**src/rtl/lfsr_bank.sv**
```systemverilog
// -----------------------------------------------------------------------------
// lfsr_bank
//
// Bank of CHANNELS independent Galois (right-shift) LFSRs. Each channel has
// its own tap (polynomial) register, state register and step counter. Taps and
// states are written through one shared write port. A channel can be started
// on an autonomous run of start_cnt steps. Any channel can be read
// combinationally through rd_ch.
//
// Ports
//   clk        in   1         clock, rising edge
//   reset      in   1         synchronous active-high reset
//   wr_e       in   1         write enable
//   wr_tap     in   1         1 = write tap register, 0 = write state register
//   wr_ch      in   CW        write channel
//   wd         in   WIDTH     write data
//   start_e    in   1         start a stepping run
//   start_ch   in   CW        channel to start
//   start_cnt  in   CNTW      number of steps (0 = ignored)
//   rd_ch      in   CW        read channel
//   rd_tap     out  WIDTH     tap of rd_ch
//   rd_state   out  WIDTH     state of rd_ch
//   rd_lock    out  1         rd_state is all-zero (lock-up)
//   busy       out  CHANNELS  per-channel run in progress
//   done       out  CHANNELS  per-channel one-cycle run-complete pulse
// -----------------------------------------------------------------------------
module lfsr_bank #(
    parameter int               WIDTH        = 32,
    parameter int               CHANNELS     = 4,
    parameter int               CW           = $clog2(CHANNELS),
    parameter int               CNTW         = 16,
    parameter logic [WIDTH-1:0] TAP_DEFAULT  = WIDTH'(32'h8020_0003),
    parameter logic [WIDTH-1:0] SEED_DEFAULT = WIDTH'(32'd1)
) (
    input  logic                clk,
    input  logic                reset,
    input  logic                wr_e,
    input  logic                wr_tap,
    input  logic [CW-1:0]       wr_ch,
    input  logic [WIDTH-1:0]    wd,
    input  logic                start_e,
    input  logic [CW-1:0]       start_ch,
    input  logic [CNTW-1:0]     start_cnt,
    input  logic [CW-1:0]       rd_ch,
    output logic [WIDTH-1:0]    rd_tap,
    output logic [WIDTH-1:0]    rd_state,
    output logic                rd_lock,
    output logic [CHANNELS-1:0] busy,
    output logic [CHANNELS-1:0] done
);

    typedef enum logic {
        ST_IDLE = 1'b0,
        ST_RUN  = 1'b1
    } fsm_e;

    fsm_e                r_fsm       [CHANNELS];
    fsm_e                w_fsm_nxt   [CHANNELS];
    logic [WIDTH-1:0]    r_tap       [CHANNELS];
    logic [WIDTH-1:0]    w_tap_nxt   [CHANNELS];
    logic [WIDTH-1:0]    r_state     [CHANNELS];
    logic [WIDTH-1:0]    w_state_nxt [CHANNELS];
    logic [CNTW-1:0]     r_cnt       [CHANNELS];
    logic [CNTW-1:0]     w_cnt_nxt   [CHANNELS];
    logic [CHANNELS-1:0] r_done;
    logic [CHANNELS-1:0] w_done_nxt;
    logic [CHANNELS-1:0] w_busy;
    logic [WIDTH-1:0]    w_rd_tap;
    logic [WIDTH-1:0]    w_rd_state;

    // One Galois step: shift right, fold the tap in when a 1 falls out.
    function automatic logic [WIDTH-1:0] f_step(
        input logic [WIDTH-1:0] s,
        input logic [WIDTH-1:0] t
    );
        return (s >> 1) ^ (s[0] ? t : {WIDTH{1'b0}});
    endfunction

    // Per-channel next-state: run FSM, step counter, and write-port merge.
    always_comb begin
        for (int c = 0; c < CHANNELS; c++) begin
            w_fsm_nxt[c]   = r_fsm[c];
            w_cnt_nxt[c]   = r_cnt[c];
            w_tap_nxt[c]   = r_tap[c];
            w_state_nxt[c] = r_state[c];
            w_done_nxt[c]  = 1'b0;
            w_busy[c]      = 1'b0;

            case (r_fsm[c])
                ST_IDLE: begin
                    // Accept edge only loads the count; stepping starts next edge.
                    if (start_e && (start_ch == CW'(c)) && (start_cnt != {CNTW{1'b0}})) begin
                        w_fsm_nxt[c] = ST_RUN;
                        w_cnt_nxt[c] = start_cnt;
                    end else begin
                        w_fsm_nxt[c] = ST_IDLE;
                    end
                end
                ST_RUN: begin
                    // Starts aimed at a running channel are not looked at here.
                    w_busy[c]      = 1'b1;
                    w_state_nxt[c] = f_step(r_state[c], r_tap[c]);
                    w_cnt_nxt[c]   = r_cnt[c] - CNTW'(1);
                    if (r_cnt[c] == CNTW'(1)) begin
                        w_fsm_nxt[c]  = ST_IDLE;
                        w_done_nxt[c] = 1'b1;
                    end else begin
                        w_fsm_nxt[c] = ST_RUN;
                    end
                end
                default: begin
                    w_fsm_nxt[c] = ST_IDLE;
                end
            endcase

            // A state write overrides the step result but the step is still
            // counted; a tap write only affects steps after this edge because
            // the step above already used the old r_tap.
            if (wr_e && (wr_ch == CW'(c))) begin
                if (wr_tap) begin
                    w_tap_nxt[c] = wd;
                end else begin
                    w_state_nxt[c] = wd;
                end
            end else begin
                w_tap_nxt[c] = w_tap_nxt[c];
            end
        end
    end

    // Register bank: FSM, counters, taps, states and done pulses.
    always_ff @(posedge clk) begin
        if (reset) begin
            for (int c = 0; c < CHANNELS; c++) begin
                r_fsm[c]   <= ST_IDLE;
                r_cnt[c]   <= {CNTW{1'b0}};
                r_tap[c]   <= TAP_DEFAULT;
                r_state[c] <= SEED_DEFAULT;
            end
            r_done <= {CHANNELS{1'b0}};
        end else begin
            for (int c = 0; c < CHANNELS; c++) begin
                r_fsm[c]   <= w_fsm_nxt[c];
                r_cnt[c]   <= w_cnt_nxt[c];
                r_tap[c]   <= w_tap_nxt[c];
                r_state[c] <= w_state_nxt[c];
            end
            r_done <= w_done_nxt;
        end
    end

    // Read mux; a non-existent channel number reads as zero.
    always_comb begin
        w_rd_tap   = {WIDTH{1'b0}};
        w_rd_state = {WIDTH{1'b0}};
        for (int c = 0; c < CHANNELS; c++) begin
            if (rd_ch == CW'(c)) begin
                w_rd_tap   = r_tap[c];
                w_rd_state = r_state[c];
            end else begin
                w_rd_tap   = w_rd_tap;
                w_rd_state = w_rd_state;
            end
        end
    end

    assign rd_tap   = w_rd_tap;
    assign rd_state = w_rd_state;
    assign rd_lock  = (w_rd_state == {WIDTH{1'b0}});
    assign busy     = w_busy;
    assign done     = r_done;

endmodule

```
**config.mk**
```make
export PLATFORM = sky130hd
export DESIGN_NAME = lfsr_bank
export DESIGN_NICKNAME = d
export VERILOG_FILES = /design/src/rtl/lfsr_bank.sv
export SDC_FILE = /design/constraint.sdc
export NUM_CORES = 1
export LEC_CHECK = 0
export ABC_AREA = 1
export BUFFER_PORTS_ARGS = -buffer_cell sky130_fd_sc_hd__buf_2
export CAP_MARGIN = 20
export CELL_PAD_IN_SITES_DETAIL_PLACEMENT = 1
export CELL_PAD_IN_SITES_GLOBAL_PLACEMENT = 2
export CORE_AREA = 2 2 232 291
export CTS_BUF_LIST = sky130_fd_sc_hd__clkbuf_8 sky130_fd_sc_hd__clkbuf_16
export CTS_CLUSTER_DIAMETER = 60
export DETAILED_ROUTE_END_ITERATION = 12
export DIE_AREA = 0 0 234 293
export PLACE_DENSITY = 0.72
export SETUP_SLACK_MARGIN = 0.1
export SKIP_CTS_REPAIR_TIMING = 1
export SLEW_MARGIN = 0
export SYNTH_ARGS = -nofsm -noshare
export SYNTH_HDL_FRONTEND = slang
export SYNTH_SLANG_ARGS = --single-unit
```
**constraint.sdc**
```tcl
create_clock -name clk -period 2.5 [get_ports clk]
set_clock_uncertainty 0.2 [all_clocks]
set_input_delay 0.75 -clock clk [delete_from_list [all_inputs] [get_ports clk]]
set_output_delay 0.75 -clock clk [all_outputs]
set_load 0.05 [all_outputs]
```
==> flow_summary.toml <==
[synth]
yosysMostFrequentCell = "nand2_1"
synth_seq_cells = 328
ys_warn_count = 0
avgSynthCellArea_um2 = 6.42
netlist_top_cells_count = "nand2_1 (856), a21oi_1 (351), dfxtp_1 (328), inv_1 (241), nor2_1 (232)"
syn-num-nets = 2915
synth.distinct_cells = 37
async_reset_ff_share_pct = 0
dominantRegCellSynth = "dfxtp_1"
syn_inst = 2848
synth_top_area_share_pct = 35.9
syn_area_mm2 = 0.0183
synth-edff-count = 0
ys_seq_area_share_pct = 35.9
synth_area_leaders = "dfxtp_1 (36%), nand2_1 (18%), a21oi_1 (9.6%), o21ai_0 (6.1%), inv_1 (4.9%)"
synth_top_cell_by_area = "dfxtp_1"

[setup_path]
worstSetupEndpoint = "rd_lock"
rrSetupSlack_ns = 0.43
critPathArrivalTime_ns = 2.22
crit_start = "rd_ch[0]"
cp_max_fo = 34
path_class = "in2out"
r2r-start = "r_fsm[0]"
worstSetupStartpointType = "input pin"
rr_endpoint = "r_cnt[0][8]"
rr_worst_depth = 6
cp-end-kind = "output port"
required_ns = 1.55

[global_route]
use_met3_pct = 3.02
use_met2_pct = 43.2
overflow = 0
antenna_found_initial = 2
grt_pass1_wl_um = 126000
grt_max_degree = 81
track_usage_pct = 23.7
met1_usage_pct = 27.9
grt_pass1_vias = 21400
busiest_layer = "met2"

[power]
leakagePower_nw = 9.82
power-per-cell-area_mw_per_mm2 = 680
finalPower_mw = 16.2
ir_drop_mv = 0.419

[detailed_routing]
detailroute.via_count = 20200
drc = 0
wl_per_cell_um = 21.0
dr.first_iter.drc_count = 994
viasPerCell = 5.15
postRouteWirelength_um = 82400
antenna_left = 0
firstDrtPassIters = 5

[sta]
finalHoldViolCount = 0
tightest_slew_ns = 0.630
max_freq_mhz = 315
drv_slew = 0
fin_crit_ns = 3.17
hold_ws_ns = 0.262
fin_ws_ns = -0.675
setup_viol = 65
period_share_pct = 127
max-slew-margin-rel_pct = 58.0
rsz0062_at_grt = "true"

[clocking]
cts_buffers = 47
clock_latency_ns = 0.58
clockRootBuffer = "clkbuf_16"
clock_path_buffers = 3
cts_tree = "built"
h-tree-depth = 2
cts.sinks = 328
path_clk_slew_ns = 0.06

[layout]
syn_to_final_growth_pct = 30.4
num_antenna_cells = 0
nets = 3091
drive_gt1_share_pct = 16.2
stdcell_area_mm2 = 0.0238
fillers = 8209

[outcome]
status = "complete, but fails checks"
violations = "setup timing"

[floorplan]
die_x_um = 234
dieArea_mm2 = 0.0686
core_mm2 = 0.0656
ioPinCount = 132
die_h_um = 293
start_util_pct = 27.9
rows = 105

[placement]
dp_hpwl_um = 57700
gp_congestion = 0.863
place_area_mm2 = 0.0213
numPortBuffers = 131

[min_path]
hold_path.class = "in2reg"

[flow_run]
drv_cap = 0
flip-flops by register name, summed over array words and instances (netlist names):
register / flops
r_tap: 128
r_state: 128
r_fsm: 4
done: 4
r_cnt: 64
logic make-up (layout without fill, tap and decap cells):
kind of cell | Yosys count | in the layout | synth area share (%)
xor+xnor | 80 | 80 | 3.83
flops | 328 | 328 | 35.9
buf+inv | 432 | 645 | 9.70
compound gates | 680 | 680 | 20.5
simple gates | 1320 | 1320 | 29.5
fa+ha+maj | 8 | 8 | 0.548
placed cells by master, fill, tap and decap left out, drive strengths merged, types with 61 or more instances in the layout:
master,count
inv,266
o221ai,61
buf,291
nand3,135
xor2,76
dfxtp,328
clkbuf,72
a21oi,352
o21ai,223
nand4,61
nand2,863
nor2,241
power breakdown:
part           leakage, nW  switching, mW  internal [mW]
Clock                0.830           2.82           4.26
Combinational         6.31           2.10           1.20
Sequential            2.68          0.304           5.53
stage by stage:
step           setup TNS [ns]  instances  util [%]  setup WS [ns]
2_1_floorplan           -9.82       2848         -         -0.820
3_3_place_gp           -33.97       3814      32.5         -0.801
3_5_place_dp           -36.51       3814      32.5         -0.896
4_1_cts                -36.75       3900      35.0         -0.905
5_1_grt                -32.16       3917      36.4         -0.747
6_report               -28.85       3917      36.4         -0.675
worst max-delay path, cell delays in order:
cell     delay, ns
buf_12        0.11
buf_4         0.24
nand3_1       0.13
nand4_1       0.16
nor2_1        0.17
nand2_1       0.08
nor2_2        0.14
nand2_2       0.10
nor2_4        0.15
buf_8         0.17
layout make-up:
| cell class | count | area [µm²] | share of cell area (%) |
|---|---|---|---|
| flip-flops and latches | 328 | 6570 | 27.6 |
| inverters | 250 | 956 | 4.01 |
| clock buffers | 54 | 1290 | 5.43 |
| clock inverters | 32 | 325 | 1.36 |
| repair buffers | 309 | 3200 | 13.4 |
| well taps | 856 | 1070 | 4.49 |
| multi-input cells | 2088 | 10400 | 43.7 |
worst min path at each step:
stage                 from            to  slack (ns)  depth (start not counted)
2_1_floorplan  r_tap[0][0]   r_tap[0][0]        0.25                          2
3_3_place_gp   r_tap[0][0]   r_tap[0][0]        0.27                          2
3_5_place_dp   r_cnt[0][1]   r_cnt[0][1]        0.27                          2
4_1_cts             wd[12]  r_tap[1][12]        0.23                          3
5_1_grt             wd[13]  r_tap[3][13]        0.26                          3
6_report            wd[12]  r_tap[1][12]        0.26                          3
metal layers:
metal / vias up / wire length (µm)
met2: 381 / 42000
met5: - / 25
met1: 9947 / 34400
li1: 9706 / -
met4: 4 / 3060
met3: 151 / 2880
No activity file was read; power rests on OpenSTA's default activity.
